$ cat config.mk
export PLATFORM = sky130hd
export DESIGN_NAME = regfile_alu_seq_flat
export DESIGN_NICKNAME = d
export VERILOG_FILES = /design/src/rtl/regfile_pkg.sv /design/src/rtl/regfile_alu_seq_if.sv /design/src/rtl/regfile_alu.sv /design/src/rtl/regfile_alu_seq.sv /design/src/flat_wrapper.sv
export SDC_FILE = /design/constraint.sdc
export NUM_CORES = 1
export LEC_CHECK = 0
export ABC_AREA = 1
export CAP_MARGIN = 20
export CORE_MARGIN = 5
export CORE_UTILIZATION = 50
export CTS_BUF_LIST = sky130_fd_sc_hd__clkbuf_4
export DETAILED_ROUTE_END_ITERATION = 8
export PLACE_DENSITY = 0.87
export SLEW_MARGIN = 10
export SYNTH_ARGS = -nofsm -noshare
export SYNTH_HDL_FRONTEND = slang
export SYNTH_SLANG_ARGS = --single-unit
$ cat constraint.sdc
create_clock -name clk -period 2.3 [get_ports clk]
set_input_delay 0.46 -clock clk [delete_from_list [all_inputs] [get_ports clk]]
set_output_delay 0.46 -clock clk [all_outputs]
set_load 0.02 [all_outputs]
$ cat src/rtl/regfile_pkg.sv
// Shared definitions for the register-file ALU sequencer: default widths,
// opcode encoding and FSM state encoding.
package regfile_pkg;

    localparam int DATA_W_DEF = 16;
    localparam int ADDR_W_DEF = 3;
    localparam int IMM_W      = 8;

    typedef enum logic [2:0] {
        OP_ADD = 3'b000,
        OP_SUB = 3'b001,
        OP_AND = 3'b010,
        OP_OR  = 3'b011,
        OP_XOR = 3'b100,
        OP_SHL = 3'b101,
        OP_LI  = 3'b110,
        OP_NOP = 3'b111
    } opcode_e;

    typedef enum logic [1:0] {
        ST_IDLE  = 2'd0,
        ST_READ  = 2'd1,
        ST_EXEC  = 2'd2,
        ST_WRITE = 2'd3
    } state_e;

    // NOP is the only opcode that leaves the result, flags and register file untouched
    function automatic logic is_nop(input logic [2:0] op);
        return (op == OP_NOP);
    endfunction

endpackage

$ cat src/rtl/regfile_alu_seq_if.sv
// Instruction-issue channel: valid/ready handshake plus the decoded fields.
interface regfile_alu_seq_if #(
    parameter int ADDR_W = 3
) ();
    logic              InstrValid;
    logic              InstrReady;
    logic [2:0]        Opcode;
    logic [ADDR_W-1:0] Rd;
    logic [ADDR_W-1:0] Rs;
    logic [ADDR_W-1:0] Rt;
    logic [7:0]        Imm;

    modport master (output InstrValid, Opcode, Rd, Rs, Rt, Imm, input InstrReady);
    modport slave  (input InstrValid, Opcode, Rd, Rs, Rt, Imm, output InstrReady);
endinterface

$ cat src/rtl/regfile_alu.sv
// Combinational ALU: computes the result and carry/borrow for one opcode.
module regfile_alu
    import regfile_pkg::*;
#(
    parameter int DATA_W = DATA_W_DEF
) (
    input  logic [DATA_W-1:0] opa_i,
    input  logic [DATA_W-1:0] opb_i,
    input  logic [2:0]        opcode_i,
    input  logic [7:0]        imm_i,
    output logic [DATA_W-1:0] result_o,
    output logic              carry_o
);

    logic [DATA_W:0] sum_s;

    // Opcode decode; carry is only meaningful for ADD (carry-out) and SUB (borrow)
    always_comb begin
        sum_s    = {1'b0, opa_i} + {1'b0, opb_i};
        result_o = '0;
        carry_o  = 1'b0;
        case (opcode_i)
            OP_ADD: begin
                result_o = sum_s[DATA_W-1:0];
                carry_o  = sum_s[DATA_W];
            end
            OP_SUB: begin
                result_o = opa_i - opb_i;
                carry_o  = (opa_i < opb_i);
            end
            OP_AND:  result_o = opa_i & opb_i;
            OP_OR:   result_o = opa_i | opb_i;
            OP_XOR:  result_o = opa_i ^ opb_i;
            OP_SHL:  result_o = opa_i << opb_i[3:0];
            OP_LI:   result_o = {{(DATA_W-8){imm_i[7]}}, imm_i};
            default: begin
                result_o = '0;
                carry_o  = 1'b0;
            end
        endcase
    end

endmodule

$ cat src/rtl/regfile_alu_seq.sv
// Four-state instruction sequencer: accepts an instruction, reads two
// registers, executes on the ALU and writes the result back.
module regfile_alu_seq
    import regfile_pkg::*;
#(
    parameter int DATA_W = DATA_W_DEF,
    parameter int ADDR_W = ADDR_W_DEF
) (
    input  logic              clk,
    input  logic              rst,
    regfile_alu_seq_if.slave  instr,
    output logic [ADDR_W-1:0] ReadRegEven,
    output logic [ADDR_W-1:0] ReadRegOdd,
    input  logic [DATA_W-1:0] ReadDataEven,
    input  logic [DATA_W-1:0] ReadDataOdd,
    output logic              WriteEn,
    output logic [ADDR_W-1:0] WriteReg,
    output logic [DATA_W-1:0] WriteData,
    output logic              Done,
    output logic [DATA_W-1:0] Result,
    output logic              Carry,
    output logic              Zero
);

    state_e            state_q, state_d;
    logic [2:0]        op_q;
    logic [ADDR_W-1:0] rd_q, rs_q, rt_q;
    logic [7:0]        imm_q;
    logic [DATA_W-1:0] opa_q, opb_q;
    logic [DATA_W-1:0] result_q, wdata_q;
    logic [ADDR_W-1:0] wreg_q;
    logic              carry_q, zero_q, we_q, done_q;
    logic [DATA_W-1:0] alu_res_s;
    logic              alu_carry_s;
    logic              exec_wr_s;

    regfile_alu #(.DATA_W(DATA_W)) u_alu (
        .opa_i    (opa_q),
        .opb_i    (opb_q),
        .opcode_i (op_q),
        .imm_i    (imm_q),
        .result_o (alu_res_s),
        .carry_o  (alu_carry_s)
    );

    assign instr.InstrReady = (state_q == ST_IDLE) && rst;
    assign exec_wr_s        = (state_q == ST_EXEC) && !is_nop(op_q);
    assign ReadRegEven      = rs_q;
    assign ReadRegOdd       = rt_q;
    assign WriteEn          = we_q;
    assign WriteReg         = wreg_q;
    assign WriteData        = wdata_q;
    assign Done             = done_q;
    assign Result           = result_q;
    assign Carry            = carry_q;
    assign Zero             = zero_q;

    // Next-state logic: only IDLE waits on the handshake, the rest advance every cycle
    always_comb begin
        state_d = state_q;
        case (state_q)
            ST_IDLE: begin
                if (instr.InstrValid) state_d = ST_READ;
                else                  state_d = ST_IDLE;
            end
            ST_READ:  state_d = ST_EXEC;
            ST_EXEC:  state_d = ST_WRITE;
            ST_WRITE: state_d = ST_IDLE;
            default:  state_d = ST_IDLE;
        endcase
    end

    // State register, instruction latch and operand capture
    always_ff @(posedge clk or negedge rst) begin
        if (!rst) begin
            state_q <= ST_IDLE;
            op_q    <= 3'd0;
            rd_q    <= '0;
            rs_q    <= '0;
            rt_q    <= '0;
            imm_q   <= 8'd0;
            opa_q   <= '0;
            opb_q   <= '0;
        end else begin
            state_q <= state_d;
            if (state_q == ST_IDLE && instr.InstrValid) begin
                op_q  <= instr.Opcode;
                rd_q  <= instr.Rd;
                rs_q  <= instr.Rs;
                rt_q  <= instr.Rt;
                imm_q <= instr.Imm;
            end
            if (state_q == ST_READ) begin
                opa_q <= ReadDataEven;
                opb_q <= ReadDataOdd;
            end
        end
    end

    // Result/flags and write-port registers; WRITE-state strobes are armed at the end of EXEC
    always_ff @(posedge clk or negedge rst) begin
        if (!rst) begin
            result_q <= '0;
            carry_q  <= 1'b0;
            zero_q   <= 1'b0;
            we_q     <= 1'b0;
            done_q   <= 1'b0;
            wreg_q   <= '0;
            wdata_q  <= '0;
        end else begin
            we_q   <= exec_wr_s;
            done_q <= (state_q == ST_EXEC);
            if (exec_wr_s) begin
                result_q <= alu_res_s;
                carry_q  <= alu_carry_s;
                zero_q   <= (alu_res_s == '0);
                wreg_q   <= rd_q;
                wdata_q  <= alu_res_s;
            end
        end
    end

endmodule

$ cat src/flat_wrapper.sv
// flat-port wrapper written by rule: the top's interface ports become plain ports
module regfile_alu_seq_flat import regfile_pkg::*;
#(
    parameter int DATA_W = DATA_W_DEF,
    parameter int ADDR_W = ADDR_W_DEF
)
  (clk, rst, ReadRegEven, ReadRegOdd, ReadDataEven, ReadDataOdd, WriteEn, WriteReg, WriteData, Done, Result, Carry, Zero, instr_InstrValid, instr_Opcode, instr_Rd, instr_Rs, instr_Rt, instr_Imm, instr_InstrReady);
  regfile_alu_seq_if #(.ADDR_W(ADDR_W)) instr_i ();
  input  logic clk;
  input  logic rst;
  output logic [ADDR_W-1:0] ReadRegEven;
  output logic [ADDR_W-1:0] ReadRegOdd;
  input  logic [DATA_W-1:0] ReadDataEven;
  input  logic [DATA_W-1:0] ReadDataOdd;
  output logic WriteEn;
  output logic [ADDR_W-1:0] WriteReg;
  output logic [DATA_W-1:0] WriteData;
  output logic Done;
  output logic [DATA_W-1:0] Result;
  output logic Carry;
  output logic Zero;
  input wire logic [$bits(instr_i.InstrValid)-1:0] instr_InstrValid;
  input wire logic [$bits(instr_i.Opcode)-1:0] instr_Opcode;
  input wire logic [$bits(instr_i.Rd)-1:0] instr_Rd;
  input wire logic [$bits(instr_i.Rs)-1:0] instr_Rs;
  input wire logic [$bits(instr_i.Rt)-1:0] instr_Rt;
  input wire logic [$bits(instr_i.Imm)-1:0] instr_Imm;
  output wire logic [$bits(instr_i.InstrReady)-1:0] instr_InstrReady;
  assign instr_i.InstrValid = instr_InstrValid;
  assign instr_i.Opcode = instr_Opcode;
  assign instr_i.Rd = instr_Rd;
  assign instr_i.Rs = instr_Rs;
  assign instr_i.Rt = instr_Rt;
  assign instr_i.Imm = instr_Imm;
  assign instr_InstrReady = instr_i.InstrReady;
  regfile_alu_seq #(.DATA_W(DATA_W), .ADDR_W(ADDR_W)) u_core (.clk(clk), .rst(rst), .instr(instr_i), .ReadRegEven(ReadRegEven), .ReadRegOdd(ReadRegOdd), .ReadDataEven(ReadDataEven), .ReadDataOdd(ReadDataOdd), .WriteEn(WriteEn), .WriteReg(WriteReg), .WriteData(WriteData), .Done(Done), .Result(Result), .Carry(Carry), .Zero(Zero));
endmodule
==> flow_summary_export.csv, run 1 <==
group,metric,value,unit
run_status,status,"finished, violations left",
run_status,violations,"setup timing",
timing,hold_violations,0,
layout,layout.nets,1259,
synthesis,synth_area_leader_cell,"dfrtp_1",
grt,grt_pass1_vias,6384,
timing,fin_ws,-0.0131,ns
placed_design,dp_hpwl,16600,um
floorplanning,fp.dieW,124,um
timing,worst_clock_skew,0.0252,ns
synthesis,ys_seq_area_share,29.5,%
worst_setup_path,setup.worst_path.class,"reg2reg",
worst_hold_path,min_path_type,"reg2reg",
worst_setup_path,startpoint,"u_core.opb_q[11]",
timing,fin_crit,2.31,ns
synthesis,synth.distinct_cells,37,
worst_setup_path,required,2.71,ns
layout,ff_latch_area,1930,um2
worst_hold_path,hold_start,"u_core.Zero",
floorplanning,io_pins,101,
grt,grt_pass1_wl,32400,um
job,drv_cap,0,
worst_setup_path,cp-endpoint,"u_core.Zero",
timing,fin_crit_sh,101,%
layout,final_area,8470,um2
synthesis,synth_area,6530,um2
worst_setup_path,cp_data_arrival_time,2.72,ns
synthesis,ys.flop_type,"dfrtp_1",
timing,slew_violations,0,
placed_design,io_buffer_count,100,
routing,drc,0,
timing,setup_viol,1,
worst_setup_path,end_kind,"flip-flop",
grt,grt_usage,25.7,%
pwr,power_density,1760,nW/um2
synthesis,synth_seq_cells,77,
worst_setup_path,r2r_cells,15,
pwr,p_leak,4.30,nW
floorplanning,die-area,15400,um2
synthesis,synthArstFlopShare,100,%
routing,vias,6985,
worst_setup_path,cp_max_fo,8,
synthesis,syn_nets,1113,
clock_tree,cts_made_buffers,9,
timing,tightest_slew,0.679,ns
synthesis,synth_common_cells,"313 x nand2_1, 115 x inv_1, 112 x nor2_1, 85 x nand3_1, 77 x dfrtp_1",
placed_design,place_area,8070,um2
timing,fin_setup_tns,-0.0131,ns
synthesis,postSynthAreaPerCell,6.53,um2
routing,first_pass_iters,5,
routing,ant_nets,0,
routing,wl,20600,um
routing,vias_per_cell,5.28,
timing,max_freq,432,MHz
grt,grt_overflow_total,0,
layout,multi_input_area,4040,um2
placed_design,globalplace.congestion,0.965,
floorplanning,core_area,12700,um2
synthesis,synthTopCellsByArea,"dfrtp_1 30%, nand2_1 18%, ha_1 11%, inv_1 6.6%, nand3_1 6.5%",
floorplanning,rows,41,
timing,timing.slew.headroom,54.7,%
synthesis,synth_top_area_share,29.5,%
floorplanning,fp.dieH,124,um
clock_tree,cts_tree,"built",
clock_tree,cts.sinks,77,
layout,drive_gt1_share,16.9,%
synthesis,syn_inst,1000,
timing,holdWs,0.496,ns
layout,final_util,66.6,%
clock_tree,h-tree-depth,3,
clock_tree,cts-root-buf,"clkbuf_4",
worst_setup_path,worstReg2RegStart,"u_core.opb_q[11]",
layout,fillers,1203,
worst_setup_path,crit_path_start_kind,"flip-flop",
worst_setup_path,timing.rr.end,"u_core.Zero",
floorplanning,start_util,51.3,%
worst_setup_path,ff2ff_setup_slack,-0.01,ns
pwr,vdd_drop_max,0.773,mV
synthesis,synth-warning-count,0,
grt,grt_max_degree,65,
clock_tree,clock_latency,0.47,ns
routing,wl_per_cell,15.6,um
clock_tree,clkTransAtPathRegs,0.15,ns
timing,rsz0062_at_grt,"yes",
layout,area.growth.synth_to_final,29.8,%
grt,antenna_found_initial,1,
synthesis,synth_edf_count,0,
routing,drt_iter0_drc,710,
synthesis,yosysMostFrequentCell,"nand2_1",
clock_tree,clk_path_buf_depth,2,
layout by cell type (no fill, tap or decap), types with 14 or more instances in the layout:
cell type        Yosys  layout
nand2_1            313     305
inv_1              115     108
nor2_1             112     100
clkdlybuf4s50_1      0      98
buf_4               18      88
nand3_1             85      81
dfrtp_1             77      76
o21ai_0             65      64
ha_1                56      42
a21oi_1             42      32
inv_2                7      14
nor2_2               3      14
nand4_1             14      14
routing by layer:
layer | up-vias | track usage (%) | routed length, um
met2 | 318 | 39.9 | 9160
li1 | 3438 | - | -
met4 | 0 | 8.25 | 543
met1 | 3186 | 36.5 | 9100
met3 | 43 | 4.42 | 1820
met5 | - | 0 | 0
kinds of logic (layout without fill, tap and decap cells):
kind of cell               count (synthesis)  after routing  synth area share (%)
DFF                                       77             77                  29.5
other                                      0              1                     0
muxes                                     12             12                  2.07
adders and majority gates                 58             58                  11.3
AOI/OAI and AO/OA                        129            129                  10.4
and+or+nand+nor                          542            542                  34.3
buffers and inverters                    180            331                  12.1
xor gates and xnor gates                   2              2                 0.268
cell type report:
class                   instances  share of cell area, %
well taps                     172                   2.54
inverters                     124                   5.52
multi-input cells             743                   47.7
repair buffers                191                   20.1
flip-flops and latches         77                   22.8
clock buffers                   9                  0.798
diodes                          1                 0.0295
clock inverters                 7                  0.591
worst min path at each step:
stage	to	slack, ns	depth (start not counted)
final	u_core.Zero	0.50	2
after global routing	u_core.opb_q[6]	0.52	3
after CTS	u_core.WriteReg[2]	0.50	2
after detailed placement	u_core.WriteReg[2]	0.47	2
after global placement	u_core.WriteReg[2]	0.45	2
after floorplan	u_core.Carry	0.16	0
repair_timing:
| item | 4_1_cts | 5_1_grt |
|---|---|---|
| endpoints found under the hold margin | 24 | 0 |
| hold buffers | 1 | 0 |
| endpoints found under the setup margin | 3 | 10 |
| setup buffers | 0 | 5 |
| pin swaps | 1 | 22 |
| resized for setup | 10 | 61 |
registers in the layout (all words and copies together), names as in the netlist:
register and flops:
u_core.ReadRegOdd 3, u_core.op_q 3, u_core.WriteData 16, u_core.opb_q 16
u_core.Done 1, u_core.rd_q 3, u_core.imm_q 8, u_core.opa_q 16
u_core.Carry 1, u_core.ReadRegEven 3, u_core.state_q 2, u_core.Zero 1
u_core.WriteReg 3, u_core.WriteEn 1
metrics by stage:
| step | setup WS, ns | total power [mW] | instances |
|---|---|---|---|
| after global placement | 0.00302 | 12.9 | 1301 |
| after detailed placement | -0.0579 | 13.1 | 1301 |
| after floorplan | 0.0361 | 9.05 | 1000 |
| after CTS | -0.000582 | 13.9 | 1318 |
| final | -0.0131 | 14.9 | 1324 |
| after global routing | -0.131 | 16.1 | 1324 |
worst max-delay path, stage by stage, from the launching register on:
cell and delay (ns):
dfrtp_1 0.43, inv_1 0.12, ha_2 0.35, nor2_1 0.22, nand2_1 0.13, nor2_1 0.17, nand2_2 0.10, nand3_2 0.07
nand2_1 0.05, nand3_1 0.08, nand2_1 0.07, nor2_2 0.12, nand2_1 0.06, nor2_1 0.13, nand3_1 0.08, nand2_1 0.07
report_power, final:
part           internal [mW]  switching, mW
Clock                  0.227          0.539
Combinational           4.62           7.10
Sequential              1.99          0.394
Total                   6.84           8.03
Power figures use the tool's default switching activity.
==> run 2: changes to the inputs <==
SLEW_MARGIN = 20   (was 10)
==> results of run 2 <==
Final layout, timing and power as in run 1 (identical DEF).
==> run 3: changes to the inputs <==
ABC_AREA = 0   (was 1)
TNS_END_PERCENT = 1   (was unset)
==> run 3 against run 2 <==
  * Register-to-register slack got worse by 0.71 ns
  * Fmax fell by 23%
  * Critical endpoint is now u_core.WriteData[14]
  * Highest routed layer unchanged
  * Non-clock buffer count is 132 higher
  * Hold slack worse by 0.45 ns
  * The run still ends with setup timing left
  * Clock skew grew 0.0067 ns
==> flow_summary_export.csv, run 3 <==
group,metric,value,unit
synthesis,ys.flop_type,"dfrtp_1",
layout,layout.nets,1146,
routing,drc,0,
synthesis,synth.distinct_cells,74,
routing,vias,7045,
timing,fin_crit,3.02,ns
run_status,status,"finished, violations left",
grt,grt_usage,32.2,%
layout,final_common_cell,"buf_4",
placed_design,globalplace.congestion,1.02,
placed_design,io_buffer_count,100,
clock_tree,holdBufCountCts,0,
worst_setup_path,cp_max_fo,3,
clock_tree,cts_tree,"built",
worst_setup_path,setup.worst_path.class,"reg2reg",
grt,grt_max_degree,61,
grt,grt_overflow_total,0,
timing,slew_violations,0,
clock_tree,cts.sinks,77,
floorplanning,die-area,15100,um2
clock_tree,clock_latency,0.49,ns
synthesis,synth_common_cells,"108 x nand2_1, 77 x dfrtp_1, 70 x o21ai_0, 56 x ha_1",
synthesis,syn_inst,762,
grt,grt_pass1_wl,37400,um
clock_tree,cts_made_buffers,9,
synthesis,synth_area,6370,um2
timing,hold_violations,0,
routing,routed-wl-met2,11000,um
job,drv_cap,0,
placed_design,placedCellCount,1181,
routing,drt_iter0_drc,653,
clock_tree,h-tree-depth,3,
floorplanning,fp.dieW,123,um
timing,fin_crit_sh,131,%
clock_tree,clk_path_buf_depth,2,
synthesis,yosysMostFrequentCell,"nand2_1",
worst_setup_path,required,2.66,ns
placed_design,dp_hpwl,18400,um
routing,ant_nets,0,
timing,max_freq,331,MHz
routing,vias_per_cell,5.82,
worst_setup_path,crit_path_start_kind,"flip-flop",
routing,met1_length,10200,um
timing,holdWs,0.0441,ns
routing,topRoutingLayerUsed,"met4",
floorplanning,rows,41,
synthesis,synthArstFlopShare,100,%
floorplanning,core_area,12600,um2
clock_tree,cts-root-buf,"clkbuf_4",
synthesis,syn_nets,875,
timing,fin_ws,-0.723,ns
timing,fin_setup_tns,-6.34,ns
synthesis,synth-warning-count,0,
timing,worst_clock_skew,0.0319,ns
synthesis,postSynthAreaPerCell,8.37,um2
synthesis,synth_top_area_share,30.2,%
worst_hold_path,min_path_type,"in2async",
synthesis,synth_area_leader_cell,"dfrtp_1",
layout,final_util,75.8,%
timing,rsz0062_at_grt,"yes",
routing,wl_per_cell,19.7,um
floorplanning,fp.dieH,123,um
worst_setup_path,cp_data_arrival_time,3.39,ns
synthesis,synth_edf_count,0,
timing,setup_viol,14,
routing,wl,23800,um
layout,area.growth.synth_to_final,49.5,%
worst_setup_path,end_kind,"flip-flop",
grt,grt_pass1_vias,6907,
run_status,violations,"setup timing",
routing,first_pass_iters,5,
layout,mostFrequentLayoutCells,"215 x buf_4, 106 x nand2_1, 98 x clkdlybuf4s50_1",
floorplanning,io_pins,101,
grt,antenna_found_initial,1,
routing,route.met3.wl,2050,um
timing,tightest_slew,0.587,ns
clock_tree,clkTransAtPathRegs,0.16,ns
layout,final_cells,1211,
floorplanning,start_util,50.7,%
layout,drive_gt1_share,33.5,%
timing,timing.slew.headroom,60.5,%
synthesis,ys_seq_area_share,30.2,%
synthesis,synthTopCellsByArea,"dfrtp_1 30%, ha_1 11%, nand2_1 6.4%, o21ai_0 5.5%, mux2_2 4.1%",
synthesis,synth_seq_cells,77,
run 3: cell types whose count changed after synthesis, moves of 9 or more:
cell	previous run	this run
nand2_1	313	108
nor2_1	112	48
nor3_1	6	15
inv_1	115	48
nor2b_1	0	10
or3_1	0	10
mux2i_1	0	20
a211oi_1	0	10
mux2_2	12	23
nand4_1	14	2
nand3_1	85	11
clkbuf_1	17	27
o211ai_1	0	11
run 3: metal layers:
metal,vias to the layer above,GRT usage (%)
met5,-,0
met4,0,11.1
met3,51,5.44
met2,347,50.9
met1,3385,44.8
li1,3262,-
run 3: what timing repair did:
action                     CTS  global route
setup endpoints to repair   16            16
buffers inserted            12             3
resized for setup           68            16
pin swaps                   31            14
run 3: per-stage QoR:
step | cell area [um2] | worst slack [ns]
detailed placement | 8900 | -0.952
CTS | 9430 | -0.586
global placement | 8900 | -0.722
floorplan | 6410 | -0.469
finish | 9530 | -0.723
global route | 9530 | -0.810
run 3: critical path, stage by stage (launching register included):
cell	delay, ns
dfrtp_1	0.46
ha_2	0.21
inv_1	0.06
fa_2	0.35
nand2b_4	0.16
a211oi_4	0.33
o31ai_4	0.15
a31oi_2	0.22
or2_4	0.17
nor4_2	0.05
nor4b_2	0.36
a2bb2oi_2	0.11
mux2_4	0.27
run 3: layout make-up:
class / count / area, um2
Multi-Input combinational cell: 570 / 4290
Fill cell: 914 / 3040
Timing Repair Buffer: 323 / 2750
Sequential cell: 77 / 1930
Tap cell: 172 / 215
Inverter: 52 / 195
Clock inverter: 7 / 81.3
Clock buffer: 9 / 67.6
Antenna cell: 1 / 2.50
run 3: path summary, 6_finish.rpt:
kind,endpoint,slack [ns],from,cells past startpoint
hold reg to reg,u_core.WriteReg[2],0.49,u_core.rd_q[2],2
min in group clk,u_core.WriteReg[2],0.49,u_core.rd_q[2],2
setup reg to reg,u_core.WriteData[14],-0.72,u_core.opa_q[0],12
hold / removal,u_core.ReadRegOdd[0],0.04,rst,2
max in group asynchronous,u_core.opa_q[10],1.26,rst,3
setup / recovery,u_core.WriteData[14],-0.72,u_core.opa_q[0],12
run 3: kinds of logic after synthesis:
family                   Yosys count  share of synthesized area, %
AO/OA/AOI/OAI                    220                          22.9
XOR/XNOR                           4                         0.550
adder cells (fa/ha/maj)           58                          11.6
buffers and inverters            115                          8.28
flip-flops                        77                          30.2
multiplexers                      51                          9.38
AND/OR/NAND/NOR                  237                          17.1
Power of run 3 is not shown: default switching activity piles up to over one toggle a cycle in this logic, so the estimate is an artifact.
